$ cat src/rtl/pipeline_ctrl_pkg.sv
// Shared definitions for the pipeline stall/flush controller.
// Holds bus widths, the exception codes the controller cares about, the
// stall-vector constants and the FSM state encoding.
package pipeline_ctrl_pkg;

  localparam int EXC_TYPE_W = 5;   // exception code width
  localparam int DATA_W     = 32;  // data bus width (EPC)
  localparam int ADDR_W     = 32;  // address bus width (redirect PC)
  localparam int STALL_W    = 6;   // PC, IF, ID, EX, MEM, WB

  localparam logic [EXC_TYPE_W-1:0] EXC_NONE = 5'h00;
  localparam logic [EXC_TYPE_W-1:0] EXC_ERET = 5'h0E;

  localparam logic [STALL_W-1:0] STALL_NONE = 6'b000000;
  localparam logic [STALL_W-1:0] STALL_IF   = 6'b000011;
  localparam logic [STALL_W-1:0] STALL_ID   = 6'b000111;
  localparam logic [STALL_W-1:0] STALL_EX   = 6'b001111;
  localparam logic [STALL_W-1:0] STALL_MEM  = 6'b011111;
  localparam logic [STALL_W-1:0] STALL_ALL  = 6'b111111;

  typedef enum logic [1:0] {
    PCTRL_IDLE      = 2'd0,
    PCTRL_WAIT_IBUS = 2'd1,
    PCTRL_FLUSH     = 2'd2
  } pctrl_state_e;

  // True when the MEM-stage exception code is a return-from-exception.
  function automatic logic is_eret(input logic [EXC_TYPE_W-1:0] exc);
    return (exc == EXC_ERET);
  endfunction

endpackage

$ cat src/rtl/pipeline_ctrl_stall_encoder.sv
// Priority encoder from per-stage stall requests to the per-register
// stall vector. The deepest requesting stage wins; every register up to and
// including that stage is held. WB is never stalled by a request.
// Ports:
//   stall_req_if/id/ex/mem : per-stage stall requests
//   stall_vec              : 6-bit vector, [0]=PC ... [5]=WB
module pipeline_ctrl_stall_encoder
  import pipeline_ctrl_pkg::*;
(
  input  logic               stall_req_if,
  input  logic               stall_req_id,
  input  logic               stall_req_ex,
  input  logic               stall_req_mem,
  output logic [STALL_W-1:0] stall_vec
);

  // Deepest request selects the vector; shallower ones are subsumed by it.
  always_comb begin
    stall_vec = STALL_NONE;
    if (stall_req_mem) begin
      stall_vec = STALL_MEM;
    end else if (stall_req_ex) begin
      stall_vec = STALL_EX;
    end else if (stall_req_id) begin
      stall_vec = STALL_ID;
    end else if (stall_req_if) begin
      stall_vec = STALL_IF;
    end else begin
      stall_vec = STALL_NONE;
    end
  end

endmodule

$ cat src/rtl/pipeline_ctrl.sv
// Central stall/flush controller for the 5-stage pipeline registers.
// Merges stage stall requests, turns MEM-stage exceptions/ERET into a
// one-cycle flush with PC redirect (deferred while an instruction-bus
// transaction is outstanding), and counts stalled cycles.
// Ports:
//   clk, rst            : clock (rising edge), async active-low reset
//   stall_req_*         : per-stage stall requests
//   exception_type      : MEM-stage exception code, 0 = none
//   cp0_epc             : EPC, target for ERET
//   ibus_busy           : instruction-bus transaction outstanding
//   stall               : registered stall vector, [0]=PC ... [5]=WB
//   flush               : registered flush-all pulse
//   redirect_pc         : new PC, non-zero only while flush=1
//   stall_cycles        : saturating count of cycles with stall[0]=1
module pipeline_ctrl
  import pipeline_ctrl_pkg::*;
#(
  parameter logic [ADDR_W-1:0] EXC_VECTOR = 32'hBFC00380,
  parameter int                CNT_W      = 32
) (
  input  logic                  clk,
  input  logic                  rst,
  input  logic                  stall_req_if,
  input  logic                  stall_req_id,
  input  logic                  stall_req_ex,
  input  logic                  stall_req_mem,
  input  logic [EXC_TYPE_W-1:0] exception_type,
  input  logic [DATA_W-1:0]     cp0_epc,
  input  logic                  ibus_busy,
  output logic [STALL_W-1:0]    stall,
  output logic                  flush,
  output logic [ADDR_W-1:0]     redirect_pc,
  output logic [CNT_W-1:0]      stall_cycles
);

  localparam logic [CNT_W-1:0] CNT_ONE = {{(CNT_W-1){1'b0}}, 1'b1};
  localparam logic [CNT_W-1:0] CNT_MAX = {CNT_W{1'b1}};

  pctrl_state_e       state_q, state_d;
  logic [STALL_W-1:0] stall_q, stall_d;
  logic               flush_q, flush_d;
  logic [ADDR_W-1:0]  redirect_q, redirect_d;
  logic [ADDR_W-1:0]  target_q, target_d;
  logic [CNT_W-1:0]   cnt_q, cnt_d;
  logic [STALL_W-1:0] stall_enc_s;

  pipeline_ctrl_stall_encoder u_stall_encoder (
    .stall_req_if  (stall_req_if),
    .stall_req_id  (stall_req_id),
    .stall_req_ex  (stall_req_ex),
    .stall_req_mem (stall_req_mem),
    .stall_vec     (stall_enc_s)
  );

  // Next-state and next-output decode. Outputs are registered, so each
  // branch computes what the pipeline sees during the state being entered.
  always_comb begin
    state_d    = state_q;
    target_d   = target_q;
    stall_d    = STALL_NONE;
    flush_d    = 1'b0;
    redirect_d = {ADDR_W{1'b0}};
    case (state_q)
      PCTRL_IDLE: begin
        if (exception_type != EXC_NONE) begin
          // EPC is captured in the same cycle the exception is decided.
          target_d = is_eret(exception_type) ? cp0_epc : EXC_VECTOR;
          if (ibus_busy) begin
            // Freeze everything, including MEM/WB, so the faulting
            // instruction stays in MEM without a bubble.
            state_d = PCTRL_WAIT_IBUS;
            stall_d = STALL_ALL;
          end else begin
            state_d    = PCTRL_FLUSH;
            flush_d    = 1'b1;
            redirect_d = target_d;
          end
        end else begin
          state_d = PCTRL_IDLE;
          stall_d = stall_enc_s;
        end
      end
      PCTRL_WAIT_IBUS: begin
        if (ibus_busy) begin
          state_d = PCTRL_WAIT_IBUS;
          stall_d = STALL_ALL;
        end else begin
          state_d    = PCTRL_FLUSH;
          flush_d    = 1'b1;
          redirect_d = target_q;
        end
      end
      PCTRL_FLUSH: begin
        // Inputs seen during the flush cycle belong to killed instructions.
        state_d = PCTRL_IDLE;
      end
      default: begin
        state_d = PCTRL_IDLE;
      end
    endcase
  end

  // Saturating stall-cycle counter driven by the registered stall[0].
  always_comb begin
    cnt_d = cnt_q;
    if (stall_q[0] && (cnt_q != CNT_MAX)) begin
      cnt_d = cnt_q + CNT_ONE;
    end else begin
      cnt_d = cnt_q;
    end
  end

  // State, output and counter registers.
  always_ff @(posedge clk or negedge rst) begin
    if (!rst) begin
      state_q    <= PCTRL_IDLE;
      stall_q    <= STALL_NONE;
      flush_q    <= 1'b0;
      redirect_q <= {ADDR_W{1'b0}};
      target_q   <= {ADDR_W{1'b0}};
      cnt_q      <= {CNT_W{1'b0}};
    end else begin
      state_q    <= state_d;
      stall_q    <= stall_d;
      flush_q    <= flush_d;
      redirect_q <= redirect_d;
      target_q   <= target_d;
      cnt_q      <= cnt_d;
    end
  end

  assign stall        = stall_q;
  assign flush        = flush_q;
  assign redirect_pc  = redirect_q;
  assign stall_cycles = cnt_q;

endmodule

$ cat config.mk
export PLATFORM = sky130hd
export DESIGN_NAME = pipeline_ctrl
export DESIGN_NICKNAME = d
export VERILOG_FILES = /design/src/rtl/pipeline_ctrl_pkg.sv /design/src/rtl/pipeline_ctrl_stall_encoder.sv /design/src/rtl/pipeline_ctrl.sv
export SDC_FILE = /design/constraint.sdc
export NUM_CORES = 1
export LEC_CHECK = 0
export ABC_AREA = 1
export CORE_ASPECT_RATIO = 0.9
export CORE_MARGIN = 2
export CORE_UTILIZATION = 40
export CTS_BUF_LIST = sky130_fd_sc_hd__clkbuf_4 sky130_fd_sc_hd__clkbuf_8
export CTS_CLUSTER_SIZE = 10
export DETAILED_ROUTE_END_ITERATION = 12
export PLACE_DENSITY = 0.66
export SKIP_CTS_REPAIR_TIMING = 1
export SLEW_MARGIN = 20
export SYNTH_ARGS = -nofsm -noshare
export SYNTH_HDL_FRONTEND = slang
export SYNTH_HIERARCHICAL = 1
export SYNTH_SLANG_ARGS = --single-unit
$ cat constraint.sdc
create_clock -name clk -period 2.05 [get_ports clk]
set_input_delay 0.5125 -clock clk [delete_from_list [all_inputs] [get_ports clk]]
set_output_delay 0.5125 -clock clk [all_outputs]
set_load 0.01 [all_outputs]
==> results of run 1 <==
power breakdown:
group | total (W) | internal (W) | switching, W
registers | 0.00260 | 0.00236 | 0.000234
logic | 0.00149 | 0.000662 | 0.000825
clock network | 0.00130 | 0.000487 | 0.000811
cells in the final DEF (no fill, tap or decap), types with 2 or more instances in the layout:
master and count:
sky130_fd_sc_hd__nand2_1 217, sky130_fd_sc_hd__clkdlybuf4s50_1 113, sky130_fd_sc_hd__dfrtp_1 103, sky130_fd_sc_hd__o21ai_0 71, sky130_fd_sc_hd__nor2_1 66, sky130_fd_sc_hd__nand3_1 54
sky130_fd_sc_hd__inv_1 35, sky130_fd_sc_hd__clkbuf_8 9, sky130_fd_sc_hd__buf_4 9, sky130_fd_sc_hd__xnor2_1 7, sky130_fd_sc_hd__nand3b_1 7, sky130_fd_sc_hd__nand4_1 6
sky130_fd_sc_hd__xor2_1 6, sky130_fd_sc_hd__nand2_2 4, sky130_fd_sc_hd__buf_12 4, sky130_fd_sc_hd__nor2_2 3, sky130_fd_sc_hd__nor2_4 3, sky130_fd_sc_hd__inv_6 3
sky130_fd_sc_hd__a21oi_1 2, sky130_fd_sc_hd__nor3_1 2, sky130_fd_sc_hd__inv_8 2, sky130_fd_sc_hd__clkinv_8 2
state kept, by name (all words and copies together) (netlist names):
signal	flops
target_q	32
stall	6
flush	1
state_q	1
stall_cycles	32
redirect_pc	32
Yosys cell counts:
cell type                  number
sky130_fd_sc_hd__buf_6          3
sky130_fd_sc_hd__nand2_4        1
sky130_fd_sc_hd__or2_1          1
sky130_fd_sc_hd__nor2_1        66
sky130_fd_sc_hd__nand2_8        1
sky130_fd_sc_hd__nor3_1         2
sky130_fd_sc_hd__ha_1           1
sky130_fd_sc_hd__xnor2_1        7
sky130_fd_sc_hd__a31oi_1        1
sky130_fd_sc_hd__clkinv_1       1
sky130_fd_sc_hd__xor2_1         6
sky130_fd_sc_hd__dfrtp_1      104
sky130_fd_sc_hd__buf_1          1
sky130_fd_sc_hd__o21ai_0       71
sky130_fd_sc_hd__nand3b_1       7
sky130_fd_sc_hd__inv_1         35
sky130_fd_sc_hd__nor2_4         3
sky130_fd_sc_hd__inv_6          1
sky130_fd_sc_hd__conb_1         1
sky130_fd_sc_hd__nand2_2        3
sky130_fd_sc_hd__buf_2          2
sky130_fd_sc_hd__a21oi_1        2
sky130_fd_sc_hd__nand3_1       54
sky130_fd_sc_hd__nor2_2         3
sky130_fd_sc_hd__buf_4          3
sky130_fd_sc_hd__clkbuf_1      17
sky130_fd_sc_hd__nand2_1      218
sky130_fd_sc_hd__nand4_1        6
layout make-up:
type	count	area [sq um]
Tap cell	160	200
Fill cell	1123	5550
Timing Repair Buffer	126	1280
Multi-Input combinational cell	454	2050
Sequential cell	104	2600
Clock inverter	7	80.1
Clock buffer	9	124
Inverter	37	144
logic make-up (layout without fill, tap and decap cells):
kind of cell             count (synthesis)  count (layout)
AO/OA/AOI/OAI                           74              74
XOR/XNOR                                13              13
adder cells (fa/ha/maj)                  1               1
buffers and inverters                   63             179
flip-flops                             104             104
other                                    1               1
AND/OR/NAND/NOR                        365             365
worst max path at each step:
stage	end	slack (ns)
6_report	stall_cycles[23]	0.04
5_1_grt	stall_cycles[23]	0.0002
4_1_cts	stall_cycles[23]	0.03
3_5_place_dp	redirect_pc[19]	0.12
3_3_place_gp	redirect_pc[12]	0.18
2_1_floorplan	stall_cycles[25]	0.35
through the flow:
step	cell area (sq um)	setup slack, ns
after floorplan	4930	0.350
after global placement	6270	0.181
after detailed placement	6270	0.115
after CTS	6480	0.0252
after global routing	6480	0.000152
final	6480	0.0449
per-layer routing:
layer / GRT usage [%] / vias up / part of all wire [%]
met1: 27.4 / 2127 / 47
met5: 0 / - / 0
met4: 4.98 / 0 / 0.99
met2: 30.9 / 146 / 46
met3: 5.34 / 8 / 6.4
li1: - / 2192 / -
==> impl_results.md, run 1 <==
* Run status: complete, no violations
* Routability-driven placement congestion ratio at 0.889
* Width of the die at 121 um
* Number of I/O pins at 115
* Final setup vio count at 0
* Height of the die at around 110 um
* Synth warn at 6
* Top fanout value on the critical path at 7
* Total core area at 12000 sq um
* H-tree lvl count at 3
* Leakage Power at 2.82 nW
* Non-filler instance count after layout at around 900
* Peak supply drop at 0.767 mV
* Insertion delay to the later sink of the worst-skew pair at 0.39 ns
* Overall track demand over capacity in global routing at ~20%
* Max frequency at 499 MHz
* Post-synthesis share of cell area spent on xor and xnor gates at 2.31%
* Clk buf depth at 2
* Slew @ Worst Pin at 0.510 ns
* Number of flip-flops and latches in the synthesized netlist at roughly 100
* Category of the most critical setup path: reg -> out
* Relative slew slack at 66.0%
* Starting DRC count in detailed routing at 337
* Share of the synthesized area in compound gates (AO/OA/AOI/OAI) at 7.54%
* Number of antenna violations at the first check in global routing at 0
* NumNets Final at 777
* Slowest cell on crit path: sky130_fd_sc_hd__clkdlybuf4s50_1
* Post-DP HPWL at 9.02 mm
* Slack of the worst reg-to-reg path at between 0.2 and 0.25 ns
* Total via count after detailed routing at 4473
* Number of rows created at floorplan at 38
* Total Die Area at about 13000 sq um
* Minimum period implied by the final worst setup slack at 2.01 ns
* Max_cap viols at 0
* Share of cells above drive strength 1 at 5.83%
* Post-synthesis cell type count at 28
* Worst hold slack at 0.103 ns
* Relative area change from synthesis to final layout at 31.5%
* Length in cells of the worst reg-to-reg path at 10
* Cell area after synthesis at 4930 sq um
* Startpoint type of the worst setup path: flop
* Antenna cell count at 0
* Average size of a mapped cell at between 7 and 8 sq um
* Initial Utilization at 41.0%
* Worst path max stage delay at around 0.60 ns
* Multiplexer share of the synthesized area at 0%
* Pin count of the biggest net entering global routing at 65
* Overflow after GRT at 0
* Logic depth of the worst setup path including buffers at 1
* Hold Vio Cnt, Final at 0
* Mean routed wirelength per cell at 14.0 um
* Cts bufs inserted at 9
* Setup repair after global routing missed its margin: false
* Final critical-path share of the clock period at 97.8%
* Port bufs at ~110
* Library cell used as clock root buffer: sky130_fd_sc_hd__clkbuf_8
* Total routed wirelength at 12.6 mm
* Mean number of vias per cell at 4.99
* Simple-gate area share of the yosys netlist at 31.4%
* CP endpoint kind: output pin
* Cell-by-cell trace of the critical path: clkdlybuf4s50_1
* Reg-to-reg critical path startpoint: stall_cycles[0]
* Share of synthesized cell area in full adder, half adder and majority cells at 0.254%
* Seq/Total Area, Yosys at 52.8%
* Most area-hungry cell type in the Yosys netlist: sky130_fd_sc_hd__dfrtp_1
* Kind of cell adding the most delay to the critical path: buffers and inverters
* Worst Skew at 0.00935 ns
* Drt first pass iters at 5
* Number of placed instances, taps included at 881
* Destination of the worst register-to-register timing path: stall_cycles[25]
* Pins over their slew limit at 0
* Data required time at the worst endpoint at 1.54 ns
* Overall power after layout at 0.00538 W
* Dominant combinational cell family by area after synthesis: simple AND/OR/NAND/NOR gates
* Launching element of the worst setup path: stall_cycles[23]
* Cells after Synth at between 600 and 700
* Total power density per cell area at 831 nW/um^2
* CTS tree: done
* Worst min-delay path category: in -> async
* Final Core Density at 53.9%
* Number of nets with antenna violations after detailed routing at 0
* Buffers & Inverters on Critical Path at 1
* Arr. time, crit path at 1.49 ns
* CTS sink count at between 100 and 150
* DRC viols at 0
* Clock-pin slew reported for the worst setup and hold paths after clock tree synthesis at 0.11 ns
* Fraction of post-synthesis cell area in the top cell type by area at 52.8%
* Via count of the first global-routing pass at 4230
* Global-route wire length before repair at 20.5 mm
* Setup_tns at 0 ns
* Synthesized netlist net count at 666
* Top area cells in the synthesized netlist: sky130_fd_sc_hd__dfrtp_1 53%, sky130_fd_sc_hd__nand2_1 17%, sky130_fd_sc_hd__o21ai_0 7.2%
Power figures use the tool's default switching activity.
==> inputs of run 2 (changes only) <==
TNS_END_PERCENT = 50   (was default)
==> results of run 2 <==
No change in the layout: final DEF, timing and power equal those of run 1.
